<file path="src/rtl/ddr_serializer.sv">
// rtl/ddr_serializer.sv - multi-lane double-buffered DDR output serializer
//
// Accepts one WORD-bit word per lane through in_valid/in_ready and shifts each
// lane out two bits per clock through a per-lane DDR pad cell.
//   clock, reset : single clock, synchronous active-high reset
//   in_data      : lane i = in_data[i*WORD +: WORD]
//   in_valid     : in_data valid
//   in_ready     : word accepted on a rising edge when in_valid && in_ready
//   out_pins     : DDR pad outputs, one per lane
//   out_twice    : registered beat per lane, [2i] first half-cycle, [2i+1] second
//   word_start   : high while out_twice carries beat 0 of a word
//   underflow    : high while out_twice carries beat 0 of an idle word inserted
//                  after the first accepted word
module ddr_serializer #(
    parameter int              LANES     = 4,
    parameter int              WORD      = 10,
    parameter int              MSB_FIRST = 0,
    parameter logic [WORD-1:0] IDLE      = '0
) (
    input  logic                   clock,
    input  logic                   reset,
    input  logic [LANES*WORD-1:0]  in_data,
    input  logic                   in_valid,
    output logic                   in_ready,
    output logic [LANES-1:0]       out_pins,
    output logic [2*LANES-1:0]     out_twice,
    output logic                   word_start,
    output logic                   underflow
);

    localparam int BEATS = WORD / 2;
    localparam int CW    = (BEATS > 1) ? $clog2(BEATS) : 1;
    localparam logic [CW-1:0] LAST = CW'(BEATS - 1);
    localparam int NB = LANES * WORD;

    // Masks clearing the two bits of each lane that would otherwise receive
    // bits from the neighbouring lane during a 2-bit shift of the flat vector.
    function automatic logic [NB-1:0] edge_mask(input bit top);
        logic [NB-1:0] m;
        m = '1;
        for (int l = 0; l < LANES; l++) begin
            if (top) begin
                m[l*WORD + WORD - 1] = 1'b0;
                m[l*WORD + WORD - 2] = 1'b0;
            end else begin
                m[l*WORD]     = 1'b0;
                m[l*WORD + 1] = 1'b0;
            end
        end
        return m;
    endfunction

    localparam logic [NB-1:0] MASK_TOP = edge_mask(1'b1);
    localparam logic [NB-1:0] MASK_BOT = edge_mask(1'b0);

    logic [NB-1:0]      hold_q, hold_d;
    logic               hold_full_q, hold_full_d;
    logic [NB-1:0]      shift_q, shift_d;
    logic [CW-1:0]      cnt_q, cnt_d;
    logic               armed_q, armed_d;
    logic               idle_ins_q, idle_ins_d;
    logic [2*LANES-1:0] out_twice_q, out_twice_d;
    logic               word_start_q, word_start_d;
    logic               underflow_q, underflow_d;
    logic               load;
    logic               accept;

    always_comb begin
        load     = (cnt_q == LAST);
        in_ready = !hold_full_q || load;
        accept   = in_valid && in_ready;

        hold_d      = hold_q;
        hold_full_d = hold_full_q;
        shift_d     = shift_q;
        cnt_d       = cnt_q;
        armed_d     = armed_q;
        idle_ins_d  = idle_ins_q;

        if (load) begin
            shift_d     = hold_full_q ? hold_q : {LANES{IDLE}};
            idle_ins_d  = !hold_full_q && armed_q;
            cnt_d       = '0;
            hold_full_d = 1'b0;
        end else begin
            if (MSB_FIRST != 0) begin
                shift_d = (shift_q << 2) & MASK_BOT;
            end else begin
                shift_d = (shift_q >> 2) & MASK_TOP;
            end
            cnt_d = cnt_q + CW'(1);
        end

        // Every accepted word goes through hold; there is no bypass to shift.
        if (accept) begin
            hold_d      = in_data;
            hold_full_d = 1'b1;
            armed_d     = 1'b1;
        end

        out_twice_d = '0;
        for (int l = 0; l < LANES; l++) begin
            if (MSB_FIRST != 0) begin
                out_twice_d[2*l]     = shift_q[l*WORD + WORD - 1];
                out_twice_d[2*l + 1] = shift_q[l*WORD + WORD - 2];
            end else begin
                out_twice_d[2*l]     = shift_q[l*WORD];
                out_twice_d[2*l + 1] = shift_q[l*WORD + 1];
            end
        end
        word_start_d = (cnt_q == '0);
        underflow_d  = (cnt_q == '0) && idle_ins_q;
    end

    always_ff @(posedge clock) begin
        if (reset) begin
            hold_q       <= '0;
            hold_full_q  <= 1'b0;
            shift_q      <= {LANES{IDLE}};
            cnt_q        <= LAST;
            armed_q      <= 1'b0;
            idle_ins_q   <= 1'b0;
            out_twice_q  <= '0;
            word_start_q <= 1'b0;
            underflow_q  <= 1'b0;
        end else begin
            hold_q       <= hold_d;
            hold_full_q  <= hold_full_d;
            shift_q      <= shift_d;
            cnt_q        <= cnt_d;
            armed_q      <= armed_d;
            idle_ins_q   <= idle_ins_d;
            out_twice_q  <= out_twice_d;
            word_start_q <= word_start_d;
            underflow_q  <= underflow_d;
        end
    end

    assign out_twice  = out_twice_q;
    assign word_start = word_start_q;
    assign underflow  = underflow_q;

    for (genvar i = 0; i < LANES; i++) begin : g_pad
`ifdef MOJO
        ODDR2 #(
            .DDR_ALIGNMENT("C0"),
            .INIT(1'b0),
            .SRTYPE("SYNC")
        ) u_oddr (
            .Q (out_pins[i]),
            .C0(clock),
            .C1(~clock),
            .CE(1'b1),
            .D0(out_twice_q[2*i]),
            .D1(out_twice_q[2*i + 1]),
            .R (1'b0),
            .S (1'b0)
        );
`elsif ECP5
        ODDRX1F u_oddr (
            .SCLK(clock),
            .RST (1'b0),
            .D0  (out_twice_q[2*i]),
            .D1  (out_twice_q[2*i + 1]),
            .Q   (out_pins[i])
        );
`else
        // The second half-beat is staged on the rising edge so both halves
        // of one out_twice value leave the pad within the same clock period.
        logic rise_q;
        logic fall_stage_q;
        logic fall_q;

        always_ff @(posedge clock) begin
            if (reset) begin
                rise_q       <= 1'b0;
                fall_stage_q <= 1'b0;
            end else begin
                rise_q       <= out_twice_q[2*i];
                fall_stage_q <= out_twice_q[2*i + 1];
            end
        end

        always_ff @(negedge clock) begin
            fall_q <= fall_stage_q;
        end

        assign out_pins[i] = clock ? rise_q : fall_q;
`endif
    end

endmodule

</file>
<file path="config.mk">
export PLATFORM = sky130hd
export DESIGN_NAME = ddr_serializer
export DESIGN_NICKNAME = d
export VERILOG_FILES = /design/src/rtl/ddr_serializer.sv
export SDC_FILE = /design/constraint.sdc
export NUM_CORES = 1
export LEC_CHECK = 0
export CAP_MARGIN = 30
export CORE_MARGIN = 10
export CORE_UTILIZATION = 40
export CTS_BUF_LIST = sky130_fd_sc_hd__clkbuf_16
export CTS_CLUSTER_SIZE = 30
export DETAILED_ROUTE_END_ITERATION = 6
export HOLD_SLACK_MARGIN = 0.1
export SLEW_MARGIN = 20
export SYNTH_ARGS = -nofsm -noshare
export SYNTH_HDL_FRONTEND = slang
export SYNTH_SLANG_ARGS = --single-unit
</file>
<file path="constraint.sdc">
create_clock -name clock -period 2.5 [get_ports clock]
set_clock_uncertainty 0.1 [all_clocks]
set_input_delay 0.5 -clock clock [delete_from_list [all_inputs] [get_ports clock]]
set_output_delay 0.5 -clock clock [all_outputs]
set_load 0.005 [all_outputs]
</file>
# Word-level counts from Yosys, hierarchy flattened
# Index checks and enable logic that the tools add are counted.
[word_totals]
register_bits = 108
output_inout_bits = 15
[classes]
mux = 9
bitwise = 2
eq_ne = 1
add_sub_neg = 1
reduce_logical = 9
[ops]
columns = ["cell", "count"]
rows = [
  ["$mux 38", 2],
  ["$mux 1", 6],
  ["$add 3x1->3 const B", 1],
  ["$eq 3x3->1 const B", 1],
  ["$logic_and 1x1->1", 3],
  ["$logic_not 3->1", 1],
  ["$mux 3", 1],
  ["$reduce_or 3->1", 1],
  ["$not 1->1", 2],
  ["$reduce_bool 2->1", 1],
  ["$reduce_or 2->1", 1],
  ["$logic_not 1->1", 1],
  ["$logic_or 1x1->1", 1],
]

# Depth between registers and ports, before layout
# Gate-level depths: netlist (run 1).
[logic_depth]
depth_word = 4
ltp_mapped = 7
mapped_depth_nobuf = 5

==> results of run 1 <==
## what timing repair did
action / in CTS / in global routing
hold buffers: 0 / 0
setup endpoints to repair: 5 / 5
gates resized for setup: 19 / 4
## power by group through the flow
stage          Clock (W)  Sequential, W  Combinational (W)
2_1_floorplan  0.0000320        0.00187           0.000242
6_report         0.00170        0.00184           0.000350
4_1_cts          0.00174        0.00184           0.000352
3_3_place_gp   0.0000334        0.00187           0.000343
5_1_grt          0.00184        0.00185           0.000388
3_5_place_dp   0.0000334        0.00188           0.000348
## layout make-up
cell class / count / area, um^2
timing repair buffer: 58 / 576
multi-input combinational: 199 / 1550
sequential: 108 / 2160
tap: 129 / 161
fill: 853 / 4430
clock buffer: 17 / 370
inverter: 3 / 11.3
clock inverter: 11 / 71.3
## through the flow
| stage | util (%) | instance area (um^2) | std cells | worst slack, ps |
|---|---|---|---|---|
| floorplan | - | 3870 | 335 | 122 |
| global placement | 48.1 | 4490 | 502 | -297 |
| detailed placement | 48.1 | 4490 | 502 | -307 |
| CTS | 52.3 | 4870 | 525 | -557 |
| global route | 52.5 | 4900 | 525 | -607 |
| finish | 52.5 | 4900 | 525 | -546 |
## cells by family (layout without fill, tap and decap cells)
family | Yosys count | in the layout | share of synthesized area [%]
AOI/OAI and AO/OA | 39 | 39 | 8.59
adders and majority gates | 2 | 2 | 0.646
buffers and inverters | 28 | 89 | 5.07
DFF | 108 | 108 | 55.8
muxes | 44 | 44 | 11.5
and+or+nand+nor | 114 | 114 | 18.4
## path summary, 6_finish.rpt
kind / from / slack [ps] / to
max: g_pad[1].fall_q / -550 / out_pins[1]
max reg2reg: cnt_q[0] / 650 / shift_q[37]
min reg2reg: shift_q[38] / 340 / shift_q[36]
min: shift_q[38] / 340 / shift_q[36]
## placed cells by master (no fill, tap or decap)
cell type          n
nand2_1            2
nand2_2            1
clkinv_4           5
a22o_1            32
buf_4              4
clkinv_1           1
nor2_1             1
mux2_4             1
o31ai_1            1
nor3b_1            1
clkbuf_16         13
ha_1               1
inv_1              7
o21ba_2            1
nor2b_1           16
nand4b_1           1
buf_2              1
a21boi_4           1
buf_6              4
buf_12             1
nand2b_1          80
dfxtp_1          108
and2_1            11
ha_4               1
mux2i_1           40
clkdlybuf4s50_1   52
inv_6              1
mux2_2             3
and4b_2            1
a21oi_4            1
a21oi_1            3
## metal layers
layer	GRT usage [%]	up-vias
li1	-	1227
met1	12.4	1101
met2	15.1	52
met3	5.19	9
met4	5.65	0
met5	0	-
## synth_stat cells, drive strengths merged
cell      n  area, um^2
a21boi    1        11.3
a21oi     4        23.8
a22o     32         280
and2     11        68.8
and4b     1        10.0
buf      14         144
clkbuf   10        37.5
dfxtp   108        2160
ha        2        25.0
inv       4        15.0
mux2      4        45.0
mux2i    40         400
nand2     3        13.8
nand2b   80         500
nand4b    1        8.76
nor2      1        3.75
nor2b    16         100
nor3b     1        7.51
o21ba     1        10.0
o31ai     1        7.51
## state kept, by name, indices dropped and copies added (netlist names), 3 cells and up
name / flops
g_pad.rise_q: 4
g_pad.fall_stage_q: 4
shift_q: 40
cnt_q: 3
hold_q: 40
g_pad.fall_q: 4
out_twice: 8
==> impl_metrics.ini, run 1 <==
[timing]
finalHoldViolations = 0
worst_slack_ps = -546
fin_setup_tns_ps = -2130
hold_ws_ps = 335
timing_worst_slew_pin_value_ps = 803
timing.final.max_slew_violations = 0
setup_viol = 4
slew_headroom_pct = 46.5
rsz0062_at_grt = yes

[setup_path]
critPathMaxStageDelay_ps = 290
end_kind = output port
crit_type = register to output port
worstRegToRegCells = 4
arrival_ps = 2450
cp.depth = 2
path_buf_inv = 1
worst_ep_required_time_ps = 1900
cp_top_family = flip-flops
path_cells = mux2_4, buf_6
slowest_stage = dfxtp_1
start_kind = register
crit_fanout = 1

[route]
first_pass_iters = 4
drt_iter0_markers = 102
postRouteAntennaNets = 0
wl_met1_um = 3380
drcViolationCount = 0
viasPerCell = 4.55
wl_per_cell_um = 13.2
wl_met2_um = 3050
wl_met3_um = 416
top_layer_used = met4
wl_um = 6940
vias = 2389

[power_and_ir_drop]
fin_total_pwr_w = 0.00389
p_int_w = 0.00298
power_frac_clock_pct = 43.7
power.switching_w = 0.000911
leakage_nw = 1.96
peakVddDrop_mv = 0.366
seq_power_share_pct = 47.3
swShare_pct = 23.4
pwr-share-comb_pct = 9.0
p_per_area_nw_per_um2 = 793

[global_route]
gr-total-overflow = 0
grt_pass1_wl_um = 11800
grt_antenna_before_repair = 0
gr-usage-all-layers_pct = 10.4
grt_max_degree = 61
grt_pass1_vias = 2483

[die]
io_pins = 58
die_w_um = 118
rows = 35
start_util_pct = 41.5
die_y_um = 118
core_um2 = 9330
die-area_um2 = 14000

[run]
maxCapViolations = 0

[placed_design]
port_buffers = 57
finalWeightedCongestion = 0.689

[logic_synthesis]
ys_seq_area_share_pct = 55.8
yosys_register_bits = 108
synthesis.area_um2 = 3870
ys_types = 25
netlist_instances = 335
syn_area_per_cell_um2 = 11.6
ys_warn_count = 0
syn-num-nets = 380

[clocking]
tritoncts = built
clk_pin_slew_worst_paths_ps = 70
insertion_delay_ps = 440
cts_setup_buffers = 0

[hold_path]
hold_path.class = register to register
whs_path_depth = 1

[finish]
synthToLayoutAreaGrowth_pct = 26.5
num-nets-final = 436
diodes = 0
layout-drive-gt1-share_pct = 9.85

[run_status]
status = finished, violations left
failed_checks = negative setup slack
No activity file was read; power rests on OpenSTA's default activity.
==> run 2: changes to the inputs <==
--- a/config.mk
+++ b/config.mk
@@ -5,12 +5,13 @@
 export SDC_FILE = /design/constraint.sdc
 export NUM_CORES = 1
 export LEC_CHECK = 0
-export CAP_MARGIN = 30
-export CORE_MARGIN = 10
+export CAP_MARGIN = 20
+export CORE_MARGIN = 5
 export CORE_UTILIZATION = 40
 export CTS_BUF_LIST = sky130_fd_sc_hd__clkbuf_16
 export CTS_CLUSTER_SIZE = 30
 export DETAILED_ROUTE_END_ITERATION = 6
+export GPL_ROUTABILITY_DRIVEN = 1
 export HOLD_SLACK_MARGIN = 0.1
 export SLEW_MARGIN = 20
 export SYNTH_ARGS = -nofsm -noshare
==> run 2 against run 1 <==
- the run still ends with negative setup slack left
- global-route usage increased by 1.6 points
- cell area increased by 0.89%
- worst setup slack improved by 15 ps
- worst hold slack got worse by 3.9 ps
- sequential share of layout area decreased by 0.39 points
- first-iteration DRC count decreased by 15%
- critical path type unchanged
- largest power group is now clock
==> impl_metrics.ini, run 2 (synthesis gave the netlist of run 1 again) <==
[global_route]
gr-usage-all-layers_pct = 12.0
gr-total-overflow = 0
grt_antenna_before_repair = 0
grt_max_degree = 102
grt_pass1_wl_um = 10800
grt_pass1_vias = 2466

[hold_path]
hold_path.class = register to register
whs_path_depth = 1
holdPathEnd = out_twice[4]
hp-start = shift_q[20]

[setup_path]
crit_fanout = 1
critPathMaxStageDelay_ps = 290
worstRegToRegCells = 4
worst_r2r_startpoint = cnt_q[0]
slowest_stage = dfxtp_1
r2r-end = shift_q[6]
start_kind = register
end_kind = output port
path_cells = mux2_2, buf_2
crit_type = register to output port
arrival_ps = 2430
regToRegSetupSlack_ps = 640
worst_ep_required_time_ps = 1900

[finish]
layout-drive-gt1-share_pct = 9.64
layout_common_cells = dfxtp_1 (108), nand2b_1 (80), clkdlybuf4s50_1 (52), mux2i_1 (40), a22o_1 (32)
layout_commonest_cell = dfxtp_1
synthToLayoutAreaGrowth_pct = 27.6
diodes = 0
num-nets-final = 435

[die]
die_y_um = 108
rows = 36
start_util_pct = 40.4
die_w_um = 108
die-area_um2 = 11800
io_pins = 58
core_um2 = 9590

[route]
wl_um = 6530
wl_per_cell_um = 12.4
first_pass_iters = 4
vias = 2366
drt_iter0_markers = 87
postRouteAntennaNets = 0
drcViolationCount = 0
viasPerCell = 4.49

[clocking]
ctsHoldBuffers = 0
clk_pin_slew_worst_paths_ps = 70
insertion_delay_ps = 450
tritoncts = built

[timing]
setup_viol = 4
finalHoldViolations = 0
fin_setup_tns_ps = -2100
worst_slack_ps = -531
timing.final.max_slew_violations = 0
timing_worst_slew_pin_value_ps = 800
slew_headroom_pct = 46.7
rsz0062_at_grt = yes

[power_and_ir_drop]
peakVddDrop_mv = 0.453
p_per_area_nw_per_um2 = 835
fin_total_pwr_w = 0.00413
leakage_nw = 1.99

[placed_design]
port_buffers = 57
finalWeightedCongestion = 0.650
dpl.hpwl_um = 3910

[run]
maxCapViolations = 0

[run_status]
status = finished, violations left
failed_checks = negative setup slack
## run 2: critical path, delay by kind of cell (launching register included)
family   cells  cell delay, ps
flops        1             290
mux          1             250
buf+inv      1             120
## run 2: routing by layer
| layer | wire (um) | up-vias | track usage, % |
|---|---|---|---|
| met3 | 373 | 8 | 5.49 |
| met2 | 2830 | 51 | 18.2 |
| met1 | 3240 | 1085 | 13.9 |
| met5 | 0 | - | 0 |
| met4 | 80 | 0 | 6.76 |
| li1 | - | 1222 | - |
## run 2: repair_timing
action | CTS | global route
buffers inserted | 0 | 0
setup endpoints to repair | 4 | 5
resized for setup | 17 | 1
## run 2: layout make-up
class / instances / area, um^2
fillers: 890 / 4650
well taps: 133 / 166
clock inverters: 7 / 62.6
clock buffers: 20 / 427
multi-input cells: 199 / 1540
repair buffers: 57 / 581
flip-flops and latches: 108 / 2160
inverters: 3 / 11.3
## run 2: worst max path at each step
stage	from	cells past startpoint	slack [ps]	endpoint
detailed placement	g_pad[2].fall_q	2	-300	out_pins[2]
floorplan	g_pad[0].fall_q	1	120	out_pins[0]
global placement	g_pad[0].fall_q	2	-300	out_pins[0]
CTS	g_pad[2].fall_q	2	-550	out_pins[2]
global route	g_pad[2].fall_q	2	-600	out_pins[2]
finish	g_pad[2].fall_q	2	-530	out_pins[2]
## run 2: report_power, final
group          switching (W)  internal (W)  total (W)
clock               0.000684       0.00126    0.00194
combinational       0.000159      0.000190   0.000348
sequential         0.0000382       0.00180    0.00184
total               0.000881       0.00325    0.00413
## run 2: stage by stage
step / util, % / instances / cell area (um^2) / setup slack [ps] / hold slack [ps]
after detailed placement: 46.9 / 505 / 4500 / -303 / 323
after global routing: 51.5 / 527 / 4940 / -603 / 350
after floorplan: - / 335 / 3870 / 122 / 314
after global placement: 46.9 / 505 / 4500 / -296 / 318
after CTS: 51.5 / 527 / 4940 / -551 / 336
final: 51.5 / 527 / 4940 / -531 / 331
